`config.mk`:
```
export PLATFORM = sky130hd
export DESIGN_NAME = intr_aggregator
export DESIGN_NICKNAME = d
export VERILOG_FILES = /design/src/rtl/intr_aggregator.sv
export SDC_FILE = /design/constraint.sdc
export NUM_CORES = 1
export LEC_CHECK = 0
export ABC_AREA = 0
export BUFFER_PORTS_ARGS = -buffer_cell sky130_fd_sc_hd__buf_2
export CAP_MARGIN = 5
export CORE_ASPECT_RATIO = 1.75
export CORE_UTILIZATION = 53
export CTS_CLUSTER_DIAMETER = 80
export DETAILED_ROUTE_END_ITERATION = 16
export GPL_TIMING_DRIVEN = 0
export PLACE_DENSITY = 0.79
export SLEW_MARGIN = 30
export SYNTH_ARGS = -nofsm -noshare
export SYNTH_HDL_FRONTEND = slang
export SYNTH_SLANG_ARGS = --single-unit
```
`constraint.sdc`:
```
create_clock -name uncoreclk -period 2.07 [get_ports uncoreclk]
set_input_delay 0.621 -clock uncoreclk [delete_from_list [all_inputs] [get_ports uncoreclk]]
set_output_delay 0.621 -clock uncoreclk [all_outputs]
set_load 0.02 [all_outputs]
```
`src/rtl/intr_aggregator.sv`:
```
// intr_aggregator: synchronises NUM_IN interrupt sources, latches them per channel (level or edge)
// and routes them onto NUM_OUT core interrupt lines, configured through a single-beat register port.
module intr_aggregator #(
    parameter int NUM_IN      = 8,
    parameter int NUM_OUT     = 2,
    parameter int SYNC_STAGES = 2
) (
    input  logic               uncoreclk,
    input  logic               uncore_rstn,
    input  logic [NUM_IN-1:0]  irq_in,
    output logic [NUM_OUT-1:0] irq_out,
    input  logic               reg_valid,
    output logic               reg_ready,
    input  logic               reg_we,
    input  logic [5:0]         reg_addr,
    input  logic [31:0]        reg_wdata,
    output logic               reg_rvalid,
    output logic [31:0]        reg_rdata
);
    localparam int RW = NUM_OUT > 1 ? $clog2(NUM_OUT) : 1;

    logic [SYNC_STAGES-1:0][NUM_IN-1:0] sync;
    logic [NUM_IN-1:0][RW-1:0]          route;
    logic [NUM_IN-1:0] s, s_d, rise, pending, enable, mode, overrun, wd;
    logic [NUM_IN-1:0] w1c, ovr_w1c, mode_nx, enable_nx, to_edge, pending_nx, overrun_nx;
    logic [NUM_OUT-1:0] irq_nx;
    logic [RW-1:0]      route_wv;
    logic [31:0]        rdata_nx;
    logic               acc, wr, rd, route_we;

    assign acc        = reg_valid & reg_ready;
    assign wr         = acc & reg_we;
    assign rd         = acc & ~reg_we;
    assign route_we   = wr & reg_addr[5];
    assign wd         = reg_wdata[NUM_IN-1:0];
    assign s          = sync[SYNC_STAGES-1];
    assign rise       = s & ~s_d;
    assign w1c        = (wr && reg_addr == 6'h00) ? wd & mode : '0;
    assign ovr_w1c    = (wr && reg_addr == 6'h03) ? wd : '0;
    assign mode_nx    = (wr && reg_addr == 6'h02) ? wd : mode;
    assign enable_nx  = (wr && reg_addr == 6'h01) ? wd : enable;
    assign to_edge    = mode_nx & ~mode;
    assign route_wv   = (reg_wdata >= 32'(NUM_OUT)) ? RW'(NUM_OUT - 1) : reg_wdata[RW-1:0];
    // A fresh rise beats a same-cycle W1C; a level->edge switch drops whatever was latched.
    assign pending_nx = ((mode & (rise | (pending & ~w1c))) | (~mode & s)) & ~to_edge;
    assign overrun_nx = (overrun & ~ovr_w1c) | (mode & rise & pending & ~w1c);

    always_comb begin
        irq_nx = '0;
        for (int i = 0; i < NUM_IN; i++)
            for (int j = 0; j < NUM_OUT; j++)
                if (pending[i] && enable[i] && route[i] == RW'(j)) irq_nx[j] = 1'b1;
    end

    always_comb begin
        rdata_nx = '0;
        case (reg_addr)
            6'h00:   rdata_nx[NUM_IN-1:0] = pending;
            6'h01:   rdata_nx[NUM_IN-1:0] = enable;
            6'h02:   rdata_nx[NUM_IN-1:0] = mode;
            6'h03:   rdata_nx[NUM_IN-1:0] = overrun;
            6'h04:   rdata_nx = {8'h0, 8'(SYNC_STAGES), 8'(NUM_OUT), 8'(NUM_IN)};
            default:
                for (int k = 0; k < NUM_IN; k++)
                    if (reg_addr == 6'(32 + k)) rdata_nx[RW-1:0] = route[k];
        endcase
    end

    always_ff @(posedge uncoreclk or negedge uncore_rstn) begin
        if (!uncore_rstn) begin
            sync       <= '0;
            s_d        <= '0;
            pending    <= '0;
            enable     <= '0;
            mode       <= '0;
            overrun    <= '0;
            route      <= '0;
            irq_out    <= '0;
            reg_ready  <= 1'b0;
            reg_rvalid <= 1'b0;
            reg_rdata  <= '0;
        end else begin
            sync       <= {sync[SYNC_STAGES-2:0], irq_in};
            s_d        <= s;
            pending    <= pending_nx;
            overrun    <= overrun_nx;
            mode       <= mode_nx;
            enable     <= enable_nx;
            irq_out    <= irq_nx;
            reg_ready  <= 1'b1;
            reg_rvalid <= rd;
            reg_rdata  <= rd ? rdata_nx : reg_rdata;
            for (int k = 0; k < NUM_IN; k++)
                if (route_we && reg_addr[4:0] == 5'(k)) route[k] <= route_wv;
        end
    end
endmodule

```
# After elaboration in Yosys (flattened, before gate mapping)
# Cells that the tools add are included.
op_classes:
  n_lt_le_gt_ge: 1
  eq_ne: 19
  muxes: 31
  bitwise: 32
  reduce_logical: 38
ops:
  columns: ["op", "n"]
  rows:
  - ["8-bit AND", 11]
  - ["6-bit equality test (second input constant)", 8]
  - ["8-bit NOT", 5]
  - ["1-bit logical AND", 36]
  - ["7-bit one-hot mux with 5 select lines", 1]
  - ["32-bit by 2-bit >= comparator with 1-bit output (second input constant)", 1]
  - ["1-bit 2-to-1 mux", 25]
  - ["8-bit 2-to-1 mux", 3]
  - ["8-bit bitwise OR", 3]
  - ["5-bit by 3-bit equality test with 1-bit output (second input constant)", 4]
  - ["6-bit by 2-bit equality test with 1-bit output (second input constant)", 2]
  - ["5-bit by 2-bit equality test with 1-bit output (second input constant)", 2]
  - ["10-bit 2-to-1 mux", 1]
  - ["1-bit NOT", 9]
  - ["6-bit by 1-bit equality test with 1-bit output (second input constant)", 1]
  - ["6-bit by 3-bit equality test with 1-bit output (second input constant)", 1]
  - ["6-bit zero test", 1]
  - ["5-bit by 1-bit equality test with 1-bit output (second input constant)", 1]
  - ["5-bit zero test", 1]
  - ["1-bit one-hot mux with 5 select lines", 1]
  - ["1-bit AND", 4]
totals:
  ff_bits: 100
  input_bits: 50
  out_inout_bits: 36
  wordCells: 140

# Longest topological paths before layout
logic_depth:
  ltp_word: 10
  mapped_depth: 7
  ltp_nobuf: 4

# Worst setup path before layout
# OpenSTA, ideal clock, no wires.
synth_timing:
  kind: "input to register"
  startpoint: "input reg_addr[2]"
  endpoint: "register enable[0]"
  setup_time_ns: 0.125
  t_arrival_ns: 1.842
  t_required_ns: 1.945
  setup_slack_ns: 0.103
  path_stages: 4
  n_path_buf: 1
  cell_sequence: "buf_6 > or4_4 > nor2_4 > mux2_2"
synth_between:
  elab_chain_cells: 2
synth_lines:
  columns: ["element", "line", "rtl"]
  rows:
  - ["start, declared", "15", "input logic [5:0] reg_addr,"]
  - ["6-bit by 1-bit equality test with 1-bit output", "41", "assign enable_nx = (wr && reg_addr == 6'h01) ? wd : enable;"]
  - ["1-bit logical AND", "41", null]
  - ["end signal, assigned", "88", "enable <= enable_nx;"]
  - ["end, declared", "24", "logic [NUM_IN-1:0] s, s_d, rise, pending, enable, mode, overrun, wd;"]
# No other way between the ends.
# A chain may end at the register's enable or synchronous reset.

# Final worst setup path
layout_timing:
  startpoint: "input reg_valid"
  endpoint: "register enable[4]"
layout_between:
  elab_chain_cells: 3
layout_lines:
  columns: ["element", "line", "rtl"]
  rows:
  - ["start, declared", "12", "input logic reg_valid,"]
  - ["1-bit AND", "31", "assign acc = reg_valid & reg_ready;"]
  - ["1-bit AND", "32", "assign wr = acc & reg_we;"]
  - ["1-bit logical AND", "41", null]
# No other way between the ends.

==> out/qor.tcl <==
set qor(main_combinational_cell_family_by_area_after_synthesis) {simple AND/OR/NAND/NOR gates}
set qor(synth_fa_ha_area_share_pct) 0
set qor(met2RoutedLength_um) 4050
set qor(fp-row-count) 39
set qor(synth-seq-cells) 77
set qor(final_util_pct) 67.7
set qor(drcViolationCount) 0
set qor(synthSimpleGateAreaFrac_pct) 14.1
set qor(top_cells_by_area_in_the_synthesized_netlist) {dfrtp_1, mux2_2, mux4_2, buf_4, nand2_1}
set qor(timing.critical_path.slowest_cell_delay_ns) 0.38
set qor(critical_path.max_fanout) 10
set qor(globalRoute.totalOverflow) 0
set qor(cellPowerDensity_nw_per_um2) 836
set qor(top_layer) {met4}
set qor(instances_no_fill) 479
set qor(power.share.clock_pct) 44.3
set qor(run_status) {completed}
set qor(detail_route.vias_per_cell) 5.61
set qor(cts_repair_resize_count) 0
set qor(floorplan.initialDensity_pct) 54.9
set qor(slew-limit-headroom_pct) 65.2
set qor(synth_top_cells_by_count) {dfrtp_1, nand2_1, buf_4, mux2_2, inv_1}
set qor(hold_path.class) {input port to async pin}
set qor(yosysMostFrequentCell) {dfrtp_1}
set qor(cell_internal_pwr_mw) 2.82
set qor(clock_tree.buffer_depth) 2
set qor(critPathRequiredTime_ns) 2.29
set qor(critical_path.reg2reg.startpoint) {reg_ready}
set qor(synth-edff-count) 0
set qor(power.leakage_nw) 2.13
set qor(met1_length_um) 2920
set qor(p_sw_mw) 0.880
set qor(cts_tree) {done}
set qor(number_of_maximum_capacitance_violations) 0
set qor(comb_power_share_pct) 10.3
set qor(layout.cell_area.non_filler_um2) 4420
set qor(wl_per_cell_um) 16.1
set qor(power_frac_seq_pct) 45.5
set qor(worst-setup-path-type) {input port to register}
set qor(grt_start_max_net_pins) 45
set qor(number_of_buffers_inserted_by_post_cts_setup_repair) 0
set qor(worst_skew_pair_latency_ns) 0.33
set qor(cpMaxStageDelayCell) {mux2_2}
set qor(part_of_the_cycle_the_worst_path_needs_pct) 94.3
set qor(timing.critical_path.from) {reg_valid}
set qor(die-width_um) 64.2
set qor(antenna_violating_nets_post_route) 0
set qor(syn_inst) 298
set qor(tritoncts_num_sinks) 77
set qor(route.vias.total) 2685
set qor(fp.dieArea_um2) 7120
set qor(detailed_routing_iteration_count_for_the_pre_antenna_repair_pass) 4
set qor(number_of_antenna_violations_at_the_first_check_in_global_routing) 0
set qor(detailroute.wirelength.met3_um) 409
set qor(overall_power_mw) 3.70
set qor(cts_buffers) 9
set qor(place_hpwl_um) 5770
set qor(synth.largest_area_cell) {dfrtp_1}
set qor(finalHoldViolCount) 0
set qor(post-synth-top-area-fraction_pct) 53.7
set qor(ctsRootBufferMaster) {clkbuf_16}
set qor(complex_gate_fraction_of_the_synthesized_area_pct) 10.8
set qor(timing_max_transition_violations_final) 0
set qor(n_antenna_cell) 0
set qor(placement.io_buffers) 61
set qor(dp.cells) 463
set qor(synth_flop_cell) {dfrtp_1}
set qor(critical_path.startpoint_type) {input port}
set qor(critical_path.reg2reg.endpoint) {enable[4]}
set qor(regToRegSetupSlack_ns) 0.14
set qor(grt_pass1_wl_um) 12600
set qor(worst-r2r-cell-count) 5
set qor(crit_cells) 6
set qor(cp_cell_sequence) {buf_2 > and3_1 > clkbuf_1 > nand3_1 > nor2_4 > mux2_2}
set qor(syn-cell-area_um2) 3590
set qor(cts.reportedPaths.clkPinSlew_ns) 0.06
set qor(postSynth.asyncResetShare_pct) 100
set qor(synth_area_per_cell_um2) 12.0
set qor(design.final.nets) 442
set qor(synth_warnings) 0
set qor(yosys.cell_types.count) 46
set qor(setup_ws_ns) 0.117
set qor(critPathCapture) {enable[4]}
set qor(fp.dieH_um) 111
set qor(place_ws_ns) -0.277
set qor(synth.area.mux_share_pct) 12.8
set qor(synth.yosys.seq_area_share_pct) 53.7
set qor(design.core.area_um2) 6540
set qor(peak_supply_drop_mv) 0.693
set qor(finalWorstPathRequiredPeriod_ns) 1.95
set qor(worst_slew_pin_slew_ns) 0.522
set qor(timing.critical_path.to_type) {register}
set qor(timing.clock.skew_ns) 0.00713
set qor(fillerInstances) 519
set qor(swShare_pct) 23.8
set qor(setup_viol) 0
set qor(synth_xor_area_share_pct) 0
set qor(placed_cell_area_um2) 4100
set qor(cts_htree_levels) 3
set qor(finalWeightedCongestion) 0.851
set qor(first_global_vias) 2581
set qor(worstPathArrival_ns) 2.17
set qor(cpLargestDelayFamily) {simple AND/OR/NAND/NOR gates}
set qor(maxClockFrequency_mhz) 512
set qor(path_buf_inv) 2
set qor(first_iter_violations) 118
set qor(ratio_of_cells_with_drive_above_1_in_the_final_layout_pct) 37.0
set qor(grt_util_all_layers_pct) 23.8
set qor(finalWirelength_um) 7690
set qor(design.portCount) 86
set qor(rsz_0062_raised_after_global_routing) {false}
set qor(post_cts_hold_buffer_count) 0
set qor(syn2layout_area_growth_pct) 23.3
-- through the flow --
stage | setup TNS, ns | hold WS (ns)
2_1_floorplan | 0 | 0.325
3_5_place_dp | -4.65 | 0.336
6_report | 0 | 0.222
3_3_place_gp | -8.25 | 0.332
5_1_grt | 0 | 0.255
4_1_cts | 0 | 0.234
-- logic make-up (layout without fill, tap and decap cells) --
group	count (synthesis)	after routing
mux	33	33
flops	77	77
compound gates	52	52
simple gates	87	87
other cells	2	23
buf+inv	47	125
-- final cells by class --
cell class | count | area, µm² | share of cell area [%]
flip-flops and latches | 77 | 1930 | 43.6
multi-input cells | 195 | 1440 | 32.6
repair buffers | 62 | 328 | 7.41
clock buffers | 12 | 267 | 6.02
plain buffers | 35 | 259 | 5.85
well taps | 82 | 103 | 2.32
clock inverters | 4 | 53.8 | 1.22
inverters | 12 | 45.0 | 1.02
-- power groups by stage --
stage | Combinational (mW) | Clock [mW] | Sequential (mW)
6_report | 0.380 | 1.64 | 1.68
3_5_place_dp | 0.379 | 0 | 1.71
4_1_cts | 0.381 | 1.67 | 1.68
5_1_grt | 0.414 | 1.74 | 1.69
2_1_floorplan | 0.229 | 0 | 1.69
3_3_place_gp | 0.362 | 0 | 1.70
-- cell usage in the layout (no fill, tap or decap), types with 2 or more instances in the layout --
master / count
a21oi_1: 10
a22o_1: 6
a31o_1: 7
a31oi_1: 4
a32o_1: 9
and3_1: 7
buf_2: 63
buf_4: 24
buf_6: 2
clkbuf_1: 4
clkbuf_16: 9
clkbuf_8: 4
clkinvlp_4: 2
conb_1: 23
dfrtp_1: 77
inv_1: 12
mux2_2: 23
mux2i_1: 2
mux4_2: 8
nand2_1: 33
nand3_1: 5
nand3b_1: 8
nand4_1: 6
nor2_1: 5
nor2b_1: 3
nor3_1: 2
nor4_1: 7
o21ai_0: 4
o22ai_1: 5
-- registers in the layout (all words and copies together), names as in the netlist --
| name | count |
|---|---|
| s_d | 8 |
| overrun | 8 |
| reg_ready | 1 |
| irq_out | 2 |
| s | 8 |
| reg_rvalid | 1 |
| pending | 8 |
| sync | 8 |
| mode | 8 |
| enable | 8 |
| route | 8 |
| reg_rdata | 9 |
-- worst min-delay path by stage --
stage	start	endpoint	cells after the start
floorplan	uncore_rstn	enable[0]	0
finish	uncore_rstn	s_d[4]	1
detailed placement	sync[7]	s[7]	0
global placement	sync[1]	s[1]	0
CTS	uncore_rstn	s_d[4]	1
global route	uncore_rstn	s_d[4]	1
-- routing by layer --
| metal | track usage, % | vias up |
|---|---|---|
| met5 | 0 | - |
| met2 | 40.1 | 107 |
| li1 | - | 1239 |
| met1 | 27.0 | 1315 |
| met4 | 14.1 | 0 |
| met3 | 5.45 | 24 |
(Power assumes the default switching activity.)
